File: src/rtl/an_sec_pkg.sv
// Shared types and arithmetic for the AN-code single-error-correcting decoder.
// The modular helper works on a fixed 32-bit container; callers truncate to RW bits.
package an_sec_pkg;

    typedef enum logic [2:0] {IDLE, REM, SEARCH, CORR, DONE} state_e;

    localparam logic [1:0] ST_CLEAN   = 2'b00;
    localparam logic [1:0] ST_CORR    = 2'b01;
    localparam logic [1:0] ST_NOMATCH = 2'b10;
    localparam logic [1:0] ST_RANGE   = 2'b11;

    // (2r + b) mod a for r < a; one conditional subtract suffices since 2r+b < 2a
    function automatic logic [31:0] mod_dbl_add(input logic [31:0] r,
                                                input logic        b,
                                                input logic [31:0] a);
        logic [32:0] t;
        t = {r, 1'b0} + {32'd0, b};
        if (t >= {1'b0, a})
            t = t - {1'b0, a};
        return t[31:0];
    endfunction

endpackage

File: src/rtl/an_sec_serial_decoder_rem.sv
// Bit-serial Horner remainder engine: r <= (2r + b) mod A, MSB first.
// rem_nxt_o exposes the value r will take at the next edge.
module an_serial_rem
    import an_sec_pkg::*;
#(
    parameter int A_CONST = 17619,
    parameter int RW      = 15
) (
    input  logic          clk,
    input  logic          rst,
    input  logic          start_i,
    input  logic          bit_vld_i,
    input  logic          bit_i,
    input  logic          last_i,
    output logic [RW-1:0] rem_o,
    output logic [RW-1:0] rem_nxt_o,
    output logic          done_o
);

    logic [RW-1:0] rem_q, rem_d;

    always_comb begin
        rem_d = rem_q;
        if (start_i)
            rem_d = '0;
        else if (bit_vld_i)
            rem_d = RW'(mod_dbl_add(32'(rem_q), bit_i, 32'(A_CONST)));
    end

    always_ff @(posedge clk or posedge rst) begin
        if (rst) rem_q <= '0;
        else     rem_q <= rem_d;
    end

    assign rem_o     = rem_q;
    assign rem_nxt_o = rem_d;
    assign done_o    = bit_vld_i & last_i;

endmodule

File: src/rtl/an_sec_serial_decoder.sv
// Sequential single-error-correcting AN-code decoder: serial remainder, then an
// iterative search of +/-2^(i-1) mod A, then a range-checked correction.
module an_sec_serial_decoder
    import an_sec_pkg::*;
#(
    parameter int A_CONST = 17619,
    parameter int N       = 43,
    parameter int RW      = 15,
    parameter int LW      = 7
) (
    input  logic          clk,
    input  logic          rst,
    input  logic          in_valid,
    output logic          in_ready,
    input  logic [N-1:0]  in_cw,
    output logic          out_valid,
    input  logic          out_ready,
    output logic [N-1:0]  out_cw,
    output logic [LW-1:0] out_loc,
    output logic [RW-1:0] out_rem,
    output logic [1:0]    out_status
);

    localparam int CW = $clog2(N + 1);

    state_e        state_q, state_d;
    logic [N-1:0]  sr_q, sr_d, hold_q, hold_d, ocw_q, ocw_d;
    logic [CW-1:0] cnt_q, cnt_d, i_q, i_d;
    logic [RW-1:0] p_q, p_d, q_q, q_d;
    logic [LW-1:0] loc_q, loc_d;
    logic [1:0]    st_q, st_d;
    logic          neg_q, neg_d;

    logic          start, bit_vld, rem_done;
    logic [RW-1:0] rem, rem_nxt;
    logic [N:0]    pw, sum;

    an_serial_rem #(.A_CONST(A_CONST), .RW(RW)) u_rem (
        .clk       (clk),
        .rst       (rst),
        .start_i   (start),
        .bit_vld_i (bit_vld),
        .bit_i     (sr_q[N-1]),
        .last_i    (cnt_q == '0),
        .rem_o     (rem),
        .rem_nxt_o (rem_nxt),
        .done_o    (rem_done)
    );

    always_comb begin
        state_d = state_q;
        sr_d    = sr_q;
        hold_d  = hold_q;
        ocw_d   = ocw_q;
        cnt_d   = cnt_q;
        i_d     = i_q;
        p_d     = p_q;
        q_d     = q_q;
        loc_d   = loc_q;
        st_d    = st_q;
        neg_d   = neg_q;
        start   = 1'b0;
        bit_vld = 1'b0;
        pw      = (N+1)'(1) << (i_q - CW'(1));
        sum     = '0;
        unique case (state_q)
            IDLE: if (in_valid) begin
                sr_d    = in_cw;
                hold_d  = in_cw;
                cnt_d   = CW'(N - 1);
                start   = 1'b1;
                state_d = REM;
            end
            REM: begin
                bit_vld = 1'b1;
                sr_d    = sr_q << 1;
                cnt_d   = cnt_q - CW'(1);
                if (rem_done) begin
                    if (rem_nxt == '0) begin
                        st_d    = ST_CLEAN;
                        loc_d   = '0;
                        ocw_d   = hold_q;
                        state_d = DONE;
                    end else begin
                        i_d     = CW'(1);
                        p_d     = RW'(1);
                        q_d     = RW'(A_CONST) - rem_nxt;
                        state_d = SEARCH;
                    end
                end
            end
            SEARCH: begin
                // +i wins if both ever match
                if (p_q == rem) begin
                    loc_d   = LW'(i_q);
                    neg_d   = 1'b0;
                    state_d = CORR;
                end else if (p_q == q_q) begin
                    loc_d   = -LW'(i_q);
                    neg_d   = 1'b1;
                    state_d = CORR;
                end else if (i_q == CW'(N)) begin
                    st_d    = ST_NOMATCH;
                    loc_d   = '0;
                    ocw_d   = hold_q;
                    state_d = DONE;
                end else begin
                    p_d = RW'(mod_dbl_add(32'(p_q), 1'b0, 32'(A_CONST)));
                    i_d = i_q + CW'(1);
                end
            end
            CORR: begin
                // bit N of the N+1-bit result flags both underflow and overflow
                sum = neg_q ? ({1'b0, hold_q} + pw) : ({1'b0, hold_q} - pw);
                if (sum[N]) begin
                    st_d  = ST_RANGE;
                    ocw_d = hold_q;
                end else begin
                    st_d  = ST_CORR;
                    ocw_d = sum[N-1:0];
                end
                state_d = DONE;
            end
            DONE: if (out_ready) state_d = IDLE;
            default: state_d = IDLE;
        endcase
    end

    always_ff @(posedge clk or posedge rst) begin
        if (rst) begin
            state_q <= IDLE;
            sr_q    <= '0;
            hold_q  <= '0;
            ocw_q   <= '0;
            cnt_q   <= '0;
            i_q     <= '0;
            p_q     <= '0;
            q_q     <= '0;
            loc_q   <= '0;
            st_q    <= ST_CLEAN;
            neg_q   <= 1'b0;
        end else begin
            state_q <= state_d;
            sr_q    <= sr_d;
            hold_q  <= hold_d;
            ocw_q   <= ocw_d;
            cnt_q   <= cnt_d;
            i_q     <= i_d;
            p_q     <= p_d;
            q_q     <= q_d;
            loc_q   <= loc_d;
            st_q    <= st_d;
            neg_q   <= neg_d;
        end
    end

    assign in_ready   = (state_q == IDLE);
    assign out_valid  = (state_q == DONE);
    assign out_cw     = ocw_q;
    assign out_loc    = loc_q;
    assign out_rem    = rem;
    assign out_status = st_q;

endmodule

File: config.mk
export PLATFORM = sky130hd
export DESIGN_NAME = an_sec_serial_decoder
export DESIGN_NICKNAME = d
export VERILOG_FILES = /design/src/rtl/an_sec_pkg.sv /design/src/rtl/an_sec_serial_decoder_rem.sv /design/src/rtl/an_sec_serial_decoder.sv
export SDC_FILE = /design/constraint.sdc
export NUM_CORES = 1
export LEC_CHECK = 0
export CAP_MARGIN = 0
export CORE_UTILIZATION = 54
export CTS_CLUSTER_SIZE = 25
export DETAILED_ROUTE_END_ITERATION = 6
export PLACE_DENSITY = 0.76
export SLEW_MARGIN = 40
export SYNTH_ARGS = -nofsm -noshare
export SYNTH_HDL_FRONTEND = slang
export SYNTH_SLANG_ARGS = --single-unit
File: constraint.sdc
create_clock -name clk -period 7.1 [get_ports clk]
set_clock_uncertainty 0.05 [all_clocks]
set_input_delay 1.42 -clock clk [delete_from_list [all_inputs] [get_ports clk]]
set_output_delay 1.42 -clock clk [all_outputs]
set_load 0.005 [all_outputs]
### After elaboration in Yosys (flattened, before gate mapping)

Cells that the tools add are included.

* reduce and logical (&&, ||, !) cells: 15
* add/sub/neg operators: 10
* multiplexer cells: 54
* eq/ne operators: 17
* shift operators: 1
* bitwise gates (word level): 2
* multiply operators: 0
* magnitude comparators: 2
* divide/modulo/power cells: 0

Operator list (count)
* two-way mux 43 bit: 7
* two-way mux 15 bit: 9
* one-hot mux 43 bit (3 select lines): 1
* one-hot mux 43 bit (2 select lines): 1
* adder 43 x 44 -> 44 bit: 1
* two-way mux 44 bit: 1
* left shift 1 x 6 -> 44 bit, first input constant: 1
* subtractor 43 x 44 -> 44 bit: 1
* two-way mux 6 bit: 6
* two-way mux 7 bit: 5
* == test 15 bit: 2
* one-hot mux 15 bit (2 select lines): 1
* subtractor 15 bit, second input constant: 2
* one-hot mux 6 bit (2 select lines): 2
* two-way mux 3 bit: 7
* adder 16 x 1 -> 17 bit: 1
* greater-or-equal comparator 17 x 15 -> 1 bit, second input constant: 1
* greater-or-equal comparator 16 x 15 -> 1 bit, second input constant: 1
* inequality test 2 bit, second input constant: 8
* zero test 15 bit: 1
* one-hot mux 3 bit (5 select lines): 1
* subtractor 15 bit, first input constant: 1
* one-hot mux 7 bit (2 select lines): 1
* two-way mux 2 bit: 6
* other kinds (21): 33

* bits in registers: 199
* bits in read-only memories: 0
* latch bits: 0
* output and inout bits: 69
* memory bits (writable): 0
* memories: 0
* word-level logic and storage cells: 113

### Depth between registers and ports, before layout

Gate-level depths: netlist of run 1.

* depth after elaboration: 9
* gate-level depth with buffers: 31
* mapped depth without buffers: 26

### Cells and area by module

From an unflattened synthesis of run 1, not the netlist that was laid out.

* cell total of the unflattened synthesis: 1824
* area, all modules: 14701.6 um^2

Modules (own cells, without submodules)
* an_sec_serial_decoder: area each 13459.2 um^2, seq. area each 4604.4 um^2, cells an instance 1665, instances 1
* an_serial_rem: area each 1242.4 um^2, seq. area each 375.4 um^2, cells an instance 159, instances 1

### Least setup slack after synthesis of run 1

Ideal clock, no wire load.

* path kind: flip-flop to flip-flop
* from: reg i_q[0]
* to: reg ocw_q[2] (netlist: out_cw[2])
* stages on the path, launching flop included: 29
* buffers on the path: 4
* setup slack: 553 ps
* arrival: 6372 ps
* required time: 6925 ps
* library setup time: 125 ps
* cells stage by stage: dfrtp_1 -> clkbuf_1 -> inv_1 -> ha_1 -> buf_2 -> nor3b_1 -> a32o_1 -> a21oi_1 -> nor2_1 -> nand2_1 -> ha_1 -> o21ai_0 -> a21oi_1 -> a21boi_0 -> and3_1 -> clkbuf_1 -> nor2_1 -> xor2_1 -> ha_1 -> a21o_1 -> a21o_1 -> a21o_1 -> a211o_1 -> a211o_1 -> nand2_1 -> mux2_2 -> buf_2 -> mux2_2 -> mux2_2

* cells in the longest elaborated chain, start to end: 6
* elaborated cells on any way between the ends: 10

Ends and longest elaborated chain
* from (decl): line an_sec_serial_decoder.sv:28 `logic [CW-1:0] cnt_q, cnt_d, i_q, i_d;`
* from (signal assigned): line an_sec_serial_decoder.sv:148 `i_q <= i_d;`
* subtractor 6 x 1 -> 6 bit: line an_sec_serial_decoder.sv:64 `pw = (N+1)'(1) << (i_q - CW'(1));`
* left shift 1 x 6 -> 44 bit: line an_sec_serial_decoder.sv:64
* subtractor 43 x 44 -> 44 bit or adder 43 x 44 -> 44 bit (tied branches): line an_sec_serial_decoder.sv:114 `sum = neg_q ? ({1'b0, hold_q} + pw) : ({1'b0, hold_q} - pw);`
* two-way mux 44 bit: line an_sec_serial_decoder.sv:114
* two-way mux 43 bit: line an_sec_serial_decoder.sv:115 `if (sum[N]) begin`
* one-hot mux 43 bit (3 select lines): line an_sec_serial_decoder.sv:66 `unique case (state_q)`
* to (signal assigned): line an_sec_serial_decoder.sv:146 `ocw_q <= ocw_d;`
* to (decl): line an_sec_serial_decoder.sv:27 `logic [N-1:0] sr_q, sr_d, hold_q, hold_d, ocw_q, ocw_d;`

Several ways; a longest one is shown, not always the timed one.
A chain may end at the register's enable or synchronous reset.

### Worst setup path after layout of run 1

* from: reg i_q[1]
* to: reg ocw_q[2] (netlist: out_cw[2])

The elaborated chain is that of the path after synthesis.

==> impl_metrics.json, run 1 <==
{
  "status": "complete, no violations",
  "synth_cells": 1790,
  "min_period_ns": 6.60,
  "cts.clk_slew.worst_paths_ns": 0.08,
  "antenna_found_initial": 0,
  "synthTopCellsByArea": "dfrtp_1 (35%), nand2_1 (9.9%), ha_1 (5.0%)",
  "rrSetupSlack_ns": 0.50,
  "via_per_inst": 6.17,
  "grt_start_max_net_pins": 87,
  "cts_made_buffers": 17,
  "critical_path_class": "reg -> reg",
  "num_vias": 13500,
  "cp-end-kind": "flop",
  "pin_count": 116,
  "routedWlPerCell_um": 18.7,
  "synth-seq-cells": 199,
  "root_buffer": "clkbuf_16",
  "core-area_sq_mm": 0.0255,
  "netlist.area_leader.share_pct": 35.2,
  "cts_hold_buf": 0,
  "dp_hpwl_mm": 29.3,
  "hp-class": "reg -> reg",
  "synth_cell_types": 81,
  "tns_ns": 0,
  "rr_startpoint": "i_q[1]$_DFFE_PP0P_",
  "tritoncts": "done",
  "drt_pass1_iterations": 5,
  "fin_crit_sh_pct": 93.0,
  "grt.overflow.total": 0,
  "yosysSeqAreaShare_pct": 35.2,
  "die_w_um": 164,
  "drtAntennaViolNets": 0,
  "drc": 0,
  "port_buffers": 115,
  "num_rows": 58,
  "drt_iter0_drc": 1230,
  "reg2reg_depth": 23,
  "drive_above_1_share_pct": 6.37,
  "cap_viol_max_count": 0,
  "track_usage_pct": 31.1,
  "final_common_cell": "nand2_1",
  "start_util_pct": 55.6,
  "ys.flop_type": "dfrtp_1",
  "startpoint_type": "flop",
  "nets": 1943,
  "synth_async_sr_flop_share_pct": 100,
  "hold_violations": 0,
  "dr_wl_met3_mm": 2.90,
  "grt_pass1_wl_mm": 65.8,
  "first_global_vias": 12500,
  "gp_congestion": 1.00,
  "htreeDepth": 4,
  "drt-total-wl_mm": 40.8,
  "seqCellArea_sq_mm": 0.00498,
  "yosysWarnings": 0,
  "multiInputGateArea_sq_mm": 0.00855,
  "cts_setup_buffers": 0,
  "diodes": 0,
  "grt_setup_unrepaired": "false",
  "fp.dieH_um": 164,
  "yosysTopAreaCell": "dfrtp_1",
  "clock_tree.buffer_depth": 2,
  "crit_arrival_ns": 6.89,
  "met1Wirelength_mm": 18.0,
  "die-area_sq_mm": 0.0269,
  "setup_violations": 0,
  "avgSynthCellArea_sq_um": 7.91,
  "synth_edf_count": 0,
  "slew_headroom_pct": 45.4,
  "cts_sinks": 199,
  "synth_nets": 1895,
  "route.met2.wl_mm": 19.0,
  "synthToLayoutAreaGrowth_pct": 14.3,
  "critPathMaxFanout": 21,
  "max_freq_ghz": 0.151,
  "dr.max_layer_used": "met4",
  "endpoint": "out_cw[2]$_DFFE_PP0P_",
  "nFillCells": 2172,
  "slew_viol_final": 0,
  "ctsResizeCount": 0,
  "clock_latency_ns": 0.45,
  "r2r-end": "out_cw[2]$_DFFE_PP0P_",
  "final_cell_mix": "nand2_1 (371), dfrtp_1 (199), nor2_1 (138)",
  "synth_area_sq_mm": 0.0142,
  "crit_required_ns": 7.39,
  "worst_pin_slew_ns": 0.813,
  "critical_path.startpoint": "i_q[1]$_DFFE_PP0P_"
}
-- flip-flops by register name, summed over array words and instances, names as in the netlist, 6 cells and up --
register / count
q_q: 15
hold_q: 43
out_cw: 43
sr_q: 43
out_loc: 7
i_q: 6
p_q: 15
cnt_q: 6
u_rem.rem_o: 15
-- synthesized netlist by cell type (12+ instances only) --
cell type  instances
buf_1             12
o31ai_1           24
xor2_1            42
and3_1            13
dfrtp_1          199
and2_1            16
inv_1             42
mux2_2            12
a21o_1            37
xnor2_1           59
ha_1              57
nand2b_1          16
clkbuf_1          78
a22oi_1           48
a31oi_1           60
o21bai_1          14
a21oi_1          113
nand3_1           42
o21ai_0          100
nand4_1           13
nor3_1            38
nor2_1           139
buf_2             31
nand2_1          372
-- area by class of cell --
class | count | area share, %
clock buffer | 18 | 2.65
clock inverter | 14 | 1.06
inverter | 42 | 1.02
multi-input combinational | 1424 | 52.8
sequential | 199 | 30.8
tap | 330 | 2.55
timing repair buffer | 154 | 9.14
-- kinds of logic after synthesis --
kind of cell	after synthesis	synth area share (%)
AOI/OAI and AO/OA	518	24.1
xor gates and xnor gates	101	6.25
adders and majority gates	58	5.18
buffers and inverters	167	4.84
DFF	199	35.2
muxes	22	1.69
and+or+nand+nor	725	22.8
-- worst max-delay path: stages, from the launching register on --
cell and delay (ns):
dfrtp_1 0.39, buf_4 0.20, ha_1 0.39, or2_2 0.39, nor2_1 0.45, a211oi_1 0.17, or3_1 0.42, a221oi_1 0.30
buf_4 0.22, o21a_1 0.15, nand2_1 0.07, o21ai_0 0.18, a21o_1 0.15, a22o_1 0.17, ha_1 0.24, and3_1 0.21
nand2_1 0.08, nor3_1 0.37, o2bb2ai_1 0.22, a211o_1 0.14, nand2_1 0.18, mux2_2 0.68, mux2_2 0.40, mux2_2 0.26
-- metrics by stage --
stage          utilization [%]  instances  hold slack (ns)  worst slack (ns)  cell area [sq um]
2_1_floorplan                -       1790            0.408             0.204              14200
4_1_cts                   63.5       2181            0.435             0.559              16200
3_5_place_dp              61.2       2149            0.416             0.610              15600
3_3_place_gp              61.1       2149            0.413             0.565              15600
5_1_grt                   63.5       2181            0.461            0.0985              16200
6_report                  63.5       2181            0.431             0.498              16200
-- layer usage --
| metal | track usage, % | vias up |
|---|---|---|
| li1 | - | 6456 |
| met1 | 42.5 | 6390 |
| met2 | 50.1 | 548 |
| met3 | 5.68 | 70 |
| met4 | 9.01 | 0 |
| met5 | 0 | - |
-- worst min path at each step --
| stage | startpoint | end | cells past startpoint |
|---|---|---|---|
| after global placement | out_loc[3]$_DFFE_PP0P_ | out_loc[3]$_DFFE_PP0P_ | 1 |
| after floorplan | cnt_q[5]$_DFFE_PP0P_ | cnt_q[5]$_DFFE_PP0P_ | 1 |
| after CTS | out_loc[3]$_DFFE_PP0P_ | out_loc[3]$_DFFE_PP0P_ | 1 |
| final | out_loc[3]$_DFFE_PP0P_ | out_loc[3]$_DFFE_PP0P_ | 1 |
| after detailed placement | out_loc[3]$_DFFE_PP0P_ | out_loc[3]$_DFFE_PP0P_ | 1 |
| after global routing | out_loc[1]$_DFFE_PP0P_ | out_loc[1]$_DFFE_PP0P_ | 1 |
Power of run 1 is left out: the tool's default activity adds up to more than one toggle a clock period on the data nets, which glitch-free logic cannot reach.
==> run 2: changes to the inputs <==
GPL_TIMING_DRIVEN = 0   (was unset)
==> impl_metrics.json, run 2 (same netlist as run 1, synthesis figures left out) <==
{
  "drc": 0,
  "status": "complete, no violations",
  "cp-end-kind": "flop",
  "hp-class": "reg -> reg",
  "synthToLayoutAreaGrowth_pct": 17.1,
  "die-area_sq_mm": 0.0269,
  "num_vias": 14300,
  "fin_crit_sh_pct": 96.2,
  "antenna_found_initial": 0,
  "cts_sinks": 199,
  "slew_headroom_pct": 43.6,
  "hold_violations": 0,
  "cts.clk_slew.worst_paths_ns": 0.09,
  "grt_start_max_net_pins": 82,
  "final_cell_mix": "nand2_1 (371), dfrtp_1 (198), nor2_1 (135)",
  "clock_latency_ns": 0.47,
  "cts_made_buffers": 17,
  "drtAntennaViolNets": 0,
  "via_per_inst": 6.30,
  "grt.overflow.total": 0,
  "clock_tree.buffer_depth": 2,
  "crit_arrival_ns": 7.12,
  "grt_pass1_wl_mm": 73.6,
  "fin_cells": 2270,
  "critPathMaxFanout": 10,
  "rrSetupSlack_ns": 0.27,
  "core-area_sq_mm": 0.0255,
  "final_common_cell": "nand2_1",
  "nets": 2032,
  "cap_viol_max_count": 0,
  "drt_pass1_iterations": 6,
  "max_freq_ghz": 0.146,
  "fp.dieH_um": 164,
  "drt_iter0_drc": 1466,
  "routedWlPerCell_um": 20.7,
  "root_buffer": "clkbuf_16",
  "min_period_ns": 6.83,
  "diodes": 0,
  "gp_congestion": 0.997,
  "nFillCells": 2274,
  "crit_required_ns": 7.39,
  "slew_viol_final": 0,
  "num_rows": 58,
  "first_global_vias": 13300,
  "dp_hpwl_mm": 35.4,
  "drive_above_1_share_pct": 7.37,
  "startpoint_type": "flop",
  "htreeDepth": 4,
  "port_buffers": 115,
  "dp_slack_ns": -1.70,
  "setup_ws_ns": 0.266,
  "setup_violations": 0,
  "hold_slack_ns": 0.441,
  "numPlacedInstances": 2237,
  "critical_path_class": "reg -> reg",
  "cts_hold_buf": 0,
  "worst_pin_slew_ns": 0.846,
  "track_usage_pct": 35.6,
  "tritoncts": "done",
  "drt-total-wl_mm": 47.1,
  "final_util_pct": 65.1,
  "grt_setup_unrepaired": "false",
  "die_w_um": 164,
  "start_util_pct": 55.6,
  "pin_count": 116
}
[run 2: cell count changes in the layout (fill, tap and decap cells not counted), sizes merged]
cell      before  now
clkbuf        18   93
buf           39   52
clkinv         7    8
clkinvlp       1    0
inv           48   49
[run 2: cell type report]
cell class                 instances  area [sq um]  area share, %
buffer                           122           544           3.28
clock buffer                      17           425           2.57
clock inverter                    15           174           1.05
inverter                          42           165          0.996
multi-input combinational       1424          8640           52.1
sequential                       199          4980           30.0
tap                              330           413           2.49
timing repair buffer             121          1240           7.48
[run 2: worst max-delay path, cell delays in order (launching register included)]
cell and delay (ns):
dfrtp_2 0.49, buf_2 0.22, inv_1 0.17, ha_1 0.16, buf_2 0.19, clkbuf_4 0.24, buf_2 0.24, nand2_1 0.08
o22ai_1 0.29, clkbuf_1 0.43, and2_1 0.29, nand2_1 0.10, o22ai_1 0.31, ha_1 0.38, a2111oi_0 0.41, o21ai_1 0.19
a41oi_1 0.53, or4_1 0.26, a21oi_2 0.13, a211o_1 0.31, nand2_2 0.18, mux2_4 0.42, buf_4 0.23, mux2i_1 0.29
a21oi_1 0.11
[run 2: through the flow]
stage / instance area, sq um / TNS, ns
floorplan: 14200 / 0
global placement: 15700 / -537.25
detailed placement: 15800 / -66.51
CTS: 16500 / 0
global route: 16600 / 0
finish: 16600 / 0
[run 2: repair_timing]
| item | 4_1_cts | 5_1_grt |
|---|---|---|
| hold endpoints to repair | 0 | 0 |
| gates resized for setup | 23 | 23 |
| pin swaps | 0 | 3 |
| endpoints found under the setup margin | 44 | 43 |
| setup buffers | 1 | 2 |
[run 2: layer usage]
layer	up-vias	GRT usage, %	wire length [um]
met5	-	0	0
li1	6635	-	-
met1	6932	49.8	21100
met2	653	56.9	21300
met3	72	5.10	3470
met4	0	11.0	1190
[run 2: final timing paths]
check                                       startpoint                      to  cells after the start
worst max-delay path                i_q[0]$_DFFE_PP0P_  out_cw[27]$_DFFE_PP0P_                     24
worst min-delay path            out_loc[3]$_DFFE_PP0P_  out_loc[3]$_DFFE_PP0P_                      1
worst max register to register      i_q[0]$_DFFE_PP0P_  out_cw[27]$_DFFE_PP0P_                     24
worst min register to register  out_loc[3]$_DFFE_PP0P_  out_loc[3]$_DFFE_PP0P_                      1
max in group asynchronous                          rst  hold_q[41]$_DFFE_PP0P_                      3
min in group asynchronous                          rst    sr_q[13]$_DFFE_PP0P_                      2
Power of run 2 is left out for the same reason.
==> run 3: changes to the inputs <==
CORE_MARGIN = 2   (was unset)
CTS_BUF_LIST = sky130_fd_sc_hd__clkbuf_16   (was unset)
GPL_TIMING_DRIVEN = unset   (was 0)
==> impl_metrics.json, run 3 (same netlist as run 1, synthesis figures left out) <==
{
  "min_period_ns": 6.75,
  "diodes": 0,
  "track_usage_pct": 29.9,
  "die_w_um": 166,
  "cts_hold_buf": 0,
  "via_per_inst": 6.20,
  "grt_use_met1_pct": 42.2,
  "crit_arrival_ns": 7.07,
  "cts_made_buffers": 17,
  "grt.overflow.total": 0,
  "fin_crit_sh_pct": 95.0,
  "critical_path_class": "reg -> reg",
  "path_depth": 25,
  "setup_violations": 0,
  "gr-usage-met2_pct": 48.4,
  "final_common_cell": "nand2_1",
  "clock_tree.buffer_depth": 2,
  "slew_viol_final": 0,
  "drc": 0,
  "port_buffers": 115,
  "num_vias": 13600,
  "tns_ns": 0,
  "nets": 1950,
  "grt_pass1_wl_mm": 67.6,
  "root_buffer": "clkbuf_16",
  "num_rows": 59,
  "grt_start_max_net_pins": 135,
  "worst_pin_slew_ns": 0.801,
  "tritoncts": "done",
  "reg2reg_depth": 25,
  "crit_path_top_delay_cell": "mux2_2",
  "worstHoldPathCells": 1,
  "clock_latency_ns": 0.46,
  "cts_setup_buffers": 0,
  "crit_path_max_incr_delay_ns": 0.56,
  "antenna_found_initial": 0,
  "cap_viol_max_count": 0,
  "crit_required_ns": 7.43,
  "critPathMaxFanout": 22,
  "busiest_layer": "met2",
  "slew_headroom_pct": 46.5,
  "start_util_pct": 54.7,
  "cp-end-kind": "flop",
  "drt_pass1_iterations": 6,
  "drt_iter0_drc": 1453,
  "startpoint_type": "flop",
  "critical_path.top_delay_family": "simple AND/OR/NAND/NOR gates",
  "routedWlPerCell_um": 18.8,
  "crit_buf_inv": 4,
  "ctsResizeCount": 0,
  "final_cell_mix": "nand2_1 (371), dfrtp_1 (199), nor2_1 (139)",
  "use_met3_pct": 5.20,
  "cts.clk_slew.worst_paths_ns": 0.08,
  "htreeDepth": 4,
  "max_freq_ghz": 0.148,
  "hold_violations": 0,
  "dp_hpwl_mm": 30.1,
  "drive_above_1_share_pct": 6.73,
  "synthToLayoutAreaGrowth_pct": 14.8,
  "die-area_sq_mm": 0.0275,
  "hp-class": "reg -> reg",
  "drt-total-wl_mm": 41.2,
  "grt_setup_unrepaired": "false",
  "path_common_cell": "buf_4",
  "fp.dieH_um": 166,
  "status": "complete, no violations",
  "drtAntennaViolNets": 0,
  "core-area_sq_mm": 0.0259,
  "cts_sinks": 199,
  "pin_count": 116,
  "gp_congestion": 0.984,
  "first_global_vias": 12700
}
-- run 3: changes by cell type in the layout (fill, tap and decap cells not counted), sizes merged --
cell    delta
bufinv     +1
clkinv     -1
clkbuf    -76
buf        -6
-- run 3: routing by layer --
| metal | wire (um) | share of wire [%] | up-vias |
|---|---|---|---|
| li1 | - | - | 6486 |
| met1 | 19000 | 46 | 6548 |
| met2 | 19100 | 46 | 514 |
| met3 | 2550 | 6.2 | 42 |
| met4 | 568 | 1.4 | 0 |
| met5 | 0 | 0 | - |
-- run 3: worst reg2reg max path, stage by stage (launching register included) --
cell and delay, ns:
dfrtp_1 0.38, buf_4 0.19, ha_1 0.36, buf_4 0.25
or2_2 0.31, nor2_1 0.50, a211oi_1 0.14, or3_1 0.45
a221oi_1 0.47, buf_4 0.23, o21a_1 0.16, nand2_1 0.08
o21ai_0 0.17, a21o_1 0.15, a22o_1 0.17, ha_1 0.24
and3_1 0.20, nand2_1 0.07, nor3_1 0.36, o2bb2ai_1 0.21
a211o_1 0.13, nand2_1 0.13, mux2_2 0.56, buf_4 0.35
o211ai_1 0.16, a31oi_1 0.19
-- run 3: layout make-up --
cell class / instances / area [sq um]
fillers: 2248 / 9650
clock inverters: 15 / 218
multi-input cells: 1424 / 8550
inverters: 42 / 170
repair buffers: 161 / 1500
well taps: 335 / 419
flip-flops and latches: 199 / 4980
clock buffers: 17 / 425
-- run 3: worst paths after layout --
kind	startpoint	endpoint	slack (ns)
max in group asynchronous	rst	sr_q[23]$_DFFE_PP0P_	4.53
setup / recovery	i_q[1]$_DFFE_PP0P_	out_cw[3]$_DFFE_PP0P_	0.35
min in group asynchronous	rst	sr_q[10]$_DFFE_PP0P_	1.42
hold reg to reg	out_loc[3]$_DFFE_PP0P_	out_loc[3]$_DFFE_PP0P_	0.43
setup reg to reg	i_q[1]$_DFFE_PP0P_	out_cw[3]$_DFFE_PP0P_	0.35
hold / removal	out_loc[3]$_DFFE_PP0P_	out_loc[3]$_DFFE_PP0P_	0.43
-- run 3: stage by stage --
stage	instance area, sq um	utilization, %	hold WS (ns)	cells	setup slack [ns]
detailed placement	15600	60.2	0.419	2161	0.505
global placement	15600	60.2	0.411	2161	0.435
CTS	16300	62.7	0.437	2193	0.472
floorplan	14200	-	0.408	1790	0.204
global route	16300	62.7	0.471	2193	0.0484
finish	16300	62.7	0.433	2193	0.354
Power of run 3 is left out for the same reason.
